==> config.mk <==
export PLATFORM = sky130hd
export DESIGN_NAME = mul_srv
export DESIGN_NICKNAME = d
export VERILOG_FILES = /design/src/rtl/fma_pkg.sv /design/src/rtl/mul_srv_arb.sv /design/src/rtl/mul_srv.sv
export SDC_FILE = /design/constraint.sdc
export NUM_CORES = 2
export LEC_CHECK = 0
export ABC_AREA = 1
export CAP_MARGIN = 25
export CORE_ASPECT_RATIO = 2
export CORE_MARGIN = 1
export CORE_UTILIZATION = 45
export CTS_CLUSTER_DIAMETER = 40
export DETAILED_ROUTE_END_ITERATION = 6
export HOLD_SLACK_MARGIN = 0.15
export SLEW_MARGIN = 20
export SYNTH_ARGS = -nofsm -noshare
export SYNTH_HDL_FRONTEND = slang
export SYNTH_SLANG_ARGS = --single-unit
==> constraint.sdc <==
create_clock -name clk -period 6.6 [get_ports clk]
set_input_delay 0.99 -clock clk [delete_from_list [all_inputs] [get_ports clk]]
set_output_delay 0.99 -clock clk [all_outputs]
set_load 0.01 [all_outputs]
==> src/rtl/fma_pkg.sv <==
// Shared FMA types: the multiplier request/response structs used between the
// FMA cores and the shared multiplier service, plus its fixed pipeline depth.
package fma_pkg;

  localparam int MUL_AW      = 27;
  localparam int MUL_PW      = 2 * MUL_AW;
  localparam int MUL_SRV_LAT = 3;

  // Request issued by an FMA core's mul port.
  typedef struct packed {
    logic              en;
    logic [MUL_AW-1:0] req_in_1;
    logic [MUL_AW-1:0] req_in_2;
  } mulit;

  // Product returned to an FMA core's mul port.
  typedef struct packed {
    logic [MUL_PW-1:0] out;
  } mulot;

  // Requester identity carried down the pipeline as the result tag.
  typedef enum logic {
    PORT0 = 1'b0,
    PORT1 = 1'b1
  } port_e;

endpackage

==> src/rtl/mul_srv_arb.sv <==
// Two-way request arbiter for the shared multiplier.
// MUL_SRV_RR_EN defined  : round-robin with a preference pointer.
// MUL_SRV_RR_EN undefined: fixed priority, port 0 always wins.
// Grants are combinational and forced low while reset is asserted.
module mul_srv_arb
  import fma_pkg::*;
(
`ifdef MUL_SRV_RR_EN
  input  logic clk,
`endif
  input  logic reset,
  input  logic en0,
  input  logic en1,
  output logic rdy0,
  output logic rdy1
);

`ifdef MUL_SRV_RR_EN
  port_e r_ptr;

  // Preference pointer: after a grant, prefer the port that was not served.
  // NOTE: sequential state is written with non-blocking assignments so every
  // flop samples pre-edge values regardless of block evaluation order.
  always_ff @(posedge clk) begin
    if (!reset) begin
      r_ptr <= PORT0;
    end else if (rdy0) begin
      r_ptr <= PORT1;
    end else if (rdy1) begin
      r_ptr <= PORT0;
    end
  end

  // Grant: a lone requester wins; under contention the preferred port wins.
  // NOTE: both outputs get a default first so no path leaves them unassigned,
  // which would otherwise infer a latch.
  always_comb begin
    rdy0 = 1'b0;
    rdy1 = 1'b0;
    if (reset) begin
      if (en0 && en1) begin
        rdy0 = (r_ptr == PORT0);
        rdy1 = (r_ptr == PORT1);
      end else begin
        rdy0 = en0;
        rdy1 = en1;
      end
    end
  end
`else
  // Grant: port 0 has absolute priority; port 1 only when port 0 is idle.
  always_comb begin
    rdy0 = 1'b0;
    rdy1 = 1'b0;
    if (reset) begin
      rdy0 = en0;
      rdy1 = en1 && !en0;
    end
  end
`endif

endmodule

==> src/rtl/mul_srv.sv <==
// Shared pipelined multiplier responder for two FMA mul ports.
// One request accepted per cycle, 3 register stages (operands, partial
// products, summed product), result steered back to the issuing port by tag.
// Arbitration policy selected by MUL_SRV_RR_EN (see mul_srv_arb).
module mul_srv
  import fma_pkg::*;
#(
  parameter int AW = MUL_AW
) (
  input  logic clk,
  input  logic reset,
  input  mulit muli0,
  input  mulit muli1,
  output logic rdy0,
  output logic rdy1,
  output mulot mulo0,
  output mulot mulo1,
  output logic vld0,
  output logic vld1,
  output logic busy
);

  // Multiplier b operand is split into a low and a high slice so each stage
  // carries a narrower multiply; the split point puts 14 bits low for AW=27.
  localparam int LO_W  = (AW + 1) / 2;
  localparam int HI_W  = AW - LO_W;
  localparam int PP0_W = AW + LO_W;
  localparam int PP1_W = AW + HI_W;
  localparam int PW    = 2 * AW;

  logic          w_acc;
  port_e         w_tag;
  logic [AW-1:0] w_a;
  logic [AW-1:0] w_b;
  logic [PW-1:0] w_prod;

  logic          r_s1_vld;
  port_e         r_s1_tag;
  logic [AW-1:0] r_s1_a;
  logic [AW-1:0] r_s1_b;

  logic          r_s2_vld;
  port_e         r_s2_tag;
  logic [PP0_W-1:0] r_pp0;
  logic [PP1_W-1:0] r_pp1;

  logic          r_vld0;
  logic          r_vld1;
  logic [PW-1:0] r_out0;
  logic [PW-1:0] r_out1;

  mul_srv_arb u_arb (
`ifdef MUL_SRV_RR_EN
    .clk   (clk),
`endif
    .reset (reset),
    .en0   (muli0.en),
    .en1   (muli1.en),
    .rdy0  (rdy0),
    .rdy1  (rdy1)
  );

  // Issue select: the arbiter grants at most one port, so its rdy picks the
  // operands and the tag.
  assign w_acc  = rdy0 | rdy1;
  assign w_tag  = rdy1 ? PORT1 : PORT0;
  assign w_a    = rdy1 ? muli1.req_in_1 : muli0.req_in_1;
  assign w_b    = rdy1 ? muli1.req_in_2 : muli0.req_in_2;

  // Recombine partial products; exact in PW bits.
  assign w_prod = PW'(r_pp0) + (PW'(r_pp1) << LO_W);

  // Control path: stage valids, result strobes and held outputs. Reset
  // discards in-flight work so no strobe fires for it afterwards.
  always_ff @(posedge clk) begin
    if (!reset) begin
      r_s1_vld <= 1'b0;
      r_s2_vld <= 1'b0;
      r_vld0   <= 1'b0;
      r_vld1   <= 1'b0;
      r_out0   <= '0;
      r_out1   <= '0;
    end else begin
      r_s1_vld <= w_acc;
      r_s2_vld <= r_s1_vld;
      r_vld0   <= r_s2_vld && (r_s2_tag == PORT0);
      r_vld1   <= r_s2_vld && (r_s2_tag == PORT1);
      if (r_s2_vld && (r_s2_tag == PORT0)) r_out0 <= w_prod;
      if (r_s2_vld && (r_s2_tag == PORT1)) r_out1 <= w_prod;
    end
  end

  // Datapath: operand capture and partial-product multiply.
  // NOTE: these registers are qualified by the valid bits above, so they need
  // no reset; leaving it off keeps the reset net away from the wide datapath.
  always_ff @(posedge clk) begin
    if (w_acc) begin
      r_s1_a   <= w_a;
      r_s1_b   <= w_b;
      r_s1_tag <= w_tag;
    end
    r_pp0    <= PP0_W'(r_s1_a) * PP0_W'(r_s1_b[LO_W-1:0]);
    r_pp1    <= PP1_W'(r_s1_a) * PP1_W'(r_s1_b[AW-1:LO_W]);
    r_s2_tag <= r_s1_tag;
  end

  assign mulo0.out = r_out0;
  assign mulo1.out = r_out1;
  assign vld0      = r_vld0;
  assign vld1      = r_vld1;
  assign busy      = r_s1_vld | r_s2_vld | r_vld0 | r_vld1;

endmodule
# After elaboration in Yosys (flattened, before gate mapping)
# Index checks and enable logic that the tools add are counted.
# W data, S select, Z words.
classes:
  addsub: 1
  n_mul: 2
  div: 0
  order_cmp: 0
  n_eq_ne: 0
  n_shift: 0
  muxes: 5
  bitwise_logic: 5
  n_reduce_logical: 4
ops:
  columns: ["cell", "count"]
  rows:
  - ["$add A41 B54 Y54", 1]
  - ["$mux W27", 2]
  - ["$mul A27 B14 Y41", 1]
  - ["$mul A27 B13 Y40", 1]
  - ["$or A1 B1 Y1", 4]
  - ["$logic_and A1 B1 Y1", 3]
  - ["$mux W1", 3]
  - ["$logic_not A1 Y1", 1]
  - ["$not A1 Y1", 1]
totals:
  register_bits: 249
  latch_bits: 0
  ramBits: 0
  mem_bits_ro: 0
  input_bits: 112
  output_inout_bits: 113
  word_cells: 29
  memories: 0

# Longest topological paths before layout
depth:
  ltp_word: 4
  mapped_depth: 29

# Modules after synthesis
# Synthesis repeated with hierarchy kept, for this count alone.
hier_totals:
  cells_unflattened: 4781
  hier_area_um2: 35113.7
modules_own_cells:
  columns: ["module", "instances", "cells_per_inst", "area_per_inst_um2"]
  rows:
  - ["mul_srv", 1, 4777, 35096.2]
  - ["mul_srv_arb", 1, 4, 17.5]

# Worst setup path before layout
# OpenSTA, ideal clock, no wires.
synth_timing:
  path_kind: "reg-to-reg"
  startpoint: "reg r_s1_a[10]"
  endpoint: "reg r_pp0[40]"
  t_arrival_ns: 5.176
  required_ns: 6.488
  path_slack_ns: 1.312
  stages_incl_launch_ff: 23
  path_buffers: 2
  period_less_slack_ns: 5.288
  cell_sequence: "edfxtp_1 -> clkbuf_1 -> clkbuf_1 -> nand2_1 -> fa_1 -> fa_1 -> inv_1 -> fa_1 -> fa_1 -> fa_1 -> inv_1 -> fa_1 -> inv_1 -> ha_1 -> nand2_2 -> nor2_1 -> inv_1 -> nor3_1 -> nand4_1 -> nand3_2 -> nand2_1 -> nand3b_1 -> nand2_1"
synth_via:
  elab_chain_len: 1
synth_rtl:
  columns: ["element", "line_no", "text"]
  rows:
  - ["start, declared", "mul_srv.sv:39", "logic [AW-1:0] r_s1_a;"]
  - ["start signal, assigned", "mul_srv.sv:98", "r_s1_a <= w_a;"]
  - ["$mul A27 B14 Y41", "mul_srv.sv:102", "r_pp0 <= PP0_W'(r_s1_a) * PP0_W'(r_s1_b[LO_W-1:0]);"]
  - ["end signal, assigned", "mul_srv.sv:102", null]
  - ["end, declared", "mul_srv.sv:44", "logic [PP0_W-1:0] r_pp0;"]
# No other way between the ends.
# A chain may end at the register's enable or synchronous reset.

# Final worst setup path
layout_timing:
  startpoint: "reg r_s1_a[6]"
  endpoint: "reg r_pp0[35]"
# Same word-level chain as after synthesis.

==> results.sh <==
export IMPL_status="finished, final reports clean"
export IMPL_crit_type="register to register"
export IMPL_coreArea_mm2=0.07693
export IMPL_initial_core_util_pct=45.41
export IMPL_syn_area_mm2=0.03494
export IMPL_clock_path_buffers=3
export IMPL_final_nets=5768
export IMPL_die_area_mm2=0.07882
export IMPL_async_reset_ff_share_pct=0
export IMPL_numCtsBuffers=29
export IMPL_multiInputGateArea_mm2=0.02419
export IMPL_holdPathEnd="r_s2_tag$_DFF_P_"
export IMPL_netlist_top_cells_area="fa_1 (33%), nand2_1 (15%), inv_1 (13%), dfxtp_1 (11%), ha_1 (7.8%)"
export IMPL_cts_root_buf="clkbuf_16"
export IMPL_routedWlPerCell_um=17.39
export IMPL_drive_above_1_share_pct=3.846
export IMPL_maxCapViolCount=0
export IMPL_drc=0
export IMPL_rsz0062_at_grt="no"
export IMPL_fmax_ghz=0.1649
export IMPL_place_port_buffers=224
export IMPL_cts_resized_gates=0
export IMPL_whs_ns=0.3401
export IMPL_nFillCells=7721
export IMPL_avgSynthCellArea_um2=7.375
export IMPL_top_layer="met4"
export IMPL_min_from="r_s1_tag$_DFFE_PP_"
export IMPL_drt_vias_per_instance=4.946
export IMPL_cts_hold_buf=0
export IMPL_crit_path_start_kind="register"
export IMPL_finalWirelength_mm=102.8
export IMPL_grt_overflow=0
export IMPL_clkTransAtPathRegs_ns=0.07
export IMPL_cts_htree_levels=1
export IMPL_grt_pass1_vias=31320
export IMPL_drt_met1_wl_mm=35.33
export IMPL_cts_tree="yes"
export IMPL_antenna_cells=0
export IMPL_track_usage_pct=27.12
export IMPL_synth_edf_count=55
export IMPL_hold_violations=0
export IMPL_die_w_um=199.0
export IMPL_drt_iter0_drc=1363
export IMPL_cp_arrival_ns=6.55
export IMPL_yosys_warnings=0
export IMPL_setup_viol_count_final=0
export IMPL_ys_ff_latch=249
export IMPL_grt_pass1_wl_mm=163.6
export IMPL_postLayoutCellArea_mm2=0.03925
export IMPL_timing_rr_end="r_pp0[35]$_DFF_P_"
export IMPL_fin_crit_ns=6.063
export IMPL_syn_instance_count=4737
export IMPL_synth_flop_cell="dfxtp_1"
export IMPL_reg2reg_depth=18
export IMPL_place_area_mm2=0.03826
export IMPL_register_area_mm2=0.005535
export IMPL_rrSetupSlack_ns=0.54
export IMPL_worstHoldPathType="register to register"
export IMPL_rows=144
export IMPL_synth_top_area_share_pct=32.83
export IMPL_clock_skew_ns=0.01887
export IMPL_crit_path_end_kind="register"
export IMPL_synthToLayoutAreaGrowth_pct=12.35
export IMPL_slew_viol_final=0
export IMPL_syn_nets=5639
export IMPL_first_pass_iters=5
export IMPL_hold_depth=0
export IMPL_maxSlewHeadroom_pct=31.41
export IMPL_fin_crit_sh_pct=91.86
export IMPL_cp_max_fo=24
export IMPL_die_y_um=396.0
export IMPL_clock_latency_ns=0.61
export IMPL_synth_cell_types=48
export IMPL_timing_setup_tns_ns=0
export IMPL_postCtsSetupBuffers=0
export IMPL_antenna_found_initial=0
export IMPL_wl_met3_mm=4.814
export IMPL_worst_slew_pin_slew_ns=1.029
export IMPL_wl_met2_mm=55.13
export IMPL_worstPathRequired_ns=7.08
export IMPL_cts_sinks=249
export IMPL_antenna_left=0
export IMPL_num_io_pins=225
export IMPL_yosys_area_top_type="fa_1"
export IMPL_r2r_start="r_s1_a[6]$_DFFE_PP_"
export IMPL_ys_seq_area_share_pct=15.84
export IMPL_dpl_hpwl_mm=86.21
export IMPL_vias=29230
export IMPL_grt_max_degree=80
export IMPL_gp_congestion=0.9726
[cell usage after synthesis (4+ instances only)]
master,count
clkbuf_1,182
o21ai_2,4
dfxtp_1,194
o21ai_0,115
fa_1,573
xnor2_1,19
o21a_1,7
nor3_1,23
nand3_2,6
a21o_1,8
nand3_1,113
o21bai_1,7
nor4_1,4
a21oi_1,116
nand4_1,17
ha_1,217
nor2_1,370
nand3b_1,8
nand2_2,21
edfxtp_1,55
xor2_1,61
o211ai_1,5
nand2_1,1380
buf_2,16
buf_1,5
inv_1,1168
nor2_2,10
[placed cells by master, fill, tap and decap left out, drive strengths merged, types with 10 or more instances in the layout]
| cell | n |
|---|---|
| nand4 | 17 |
| nand2 | 1401 |
| dfxtp | 194 |
| inv | 1179 |
| a21oi | 118 |
| nor2 | 382 |
| buf | 81 |
| xor2 | 61 |
| nand3 | 119 |
| o21ai | 122 |
| clkbuf | 34 |
| clkdlybuf4s50 | 224 |
| ha | 217 |
| edfxtp | 55 |
| nor3 | 26 |
| clkinv | 10 |
| xnor2 | 19 |
| fa | 573 |
[sequential cells by signal, indices dropped and copies added, names as in the netlist, 27 cells and up]
name and count:
r_pp1 40, r_s1_a 27, mulo0 54, r_pp0 41
r_s1_b 27, mulo1 54
[kinds of logic (layout without fill, tap and decap cells)]
logic type / after synthesis / count (layout) / share of synthesized area (%)
simple gates: 1964 / 1964 / 22.33
flops: 249 / 249 / 15.84
compound gates: 275 / 275 / 4.280
xor+xnor: 80 / 80 / 2.006
fa+ha+maj: 790 / 790 / 40.61
buf+inv: 1379 / 1530 / 14.94
[area by class of cell]
type	instances	area share, %
multi-input combinational	3109	61.63
sequential	249	14.10
inverter	1172	11.21
timing repair buffer	305	7.281
tap	1022	3.258
clock buffer	34	1.948
clock inverter	19	0.5770
[through the flow]
stage          util (%)  setup WS, ns  std cells
5_1_grt           51.02        0.1609       5910
3_3_place_gp      49.71        0.5637       5856
4_1_cts           51.02        0.4905       5910
3_5_place_dp      49.73        0.5306       5857
2_1_floorplan         -         1.312       4737
6_report          51.02        0.5373       5910
[worst max-delay path by stage]
stage / startpoint / end / slack, ns / depth (start not counted)
6_report: r_s1_a[6]$_DFFE_PP_ / r_pp0[35]$_DFF_P_ / 0.54 / 18
5_1_grt: r_s1_b[3]$_DFFE_PP_ / r_pp0[35]$_DFF_P_ / 0.16 / 23
4_1_cts: r_s1_a[6]$_DFFE_PP_ / r_pp0[35]$_DFF_P_ / 0.49 / 18
3_5_place_dp: r_s1_a[6]$_DFFE_PP_ / r_pp0[35]$_DFF_P_ / 0.53 / 18
3_3_place_gp: r_s1_a[6]$_DFFE_PP_ / r_pp0[35]$_DFF_P_ / 0.56 / 18
2_1_floorplan: r_s1_a[10]$_DFFE_PP_ / r_pp0[40]$_DFF_P_ / 1.31 / 22
[layer usage]
layer / vias to the layer above / global-route usage (%)
met5: - / 0
met4: 0 / 17.32
met3: 326 / 2.475
met2: 1003 / 51.97
met1: 13950 / 27.36
li1: 13950 / -
[critical path: stages, from the launching register on]
cell      delay [ns]
edfxtp_1        1.02
nand2_1         0.19
fa_1            0.57
inv_1           0.05
fa_1            0.55
fa_1            0.43
fa_1            0.46
fa_1            0.49
inv_1           0.05
fa_1            0.47
inv_1           0.04
ha_1            0.34
a21oi_1         0.27
o21ai_0         0.26
a21oi_1         0.24
nand3_1         0.18
nand2_1         0.10
nand2_1         0.06
xor2_1          0.14
Power is left out: the tool's default activity adds up to more than one toggle a clock period on the data nets, which glitch-free logic cannot reach.
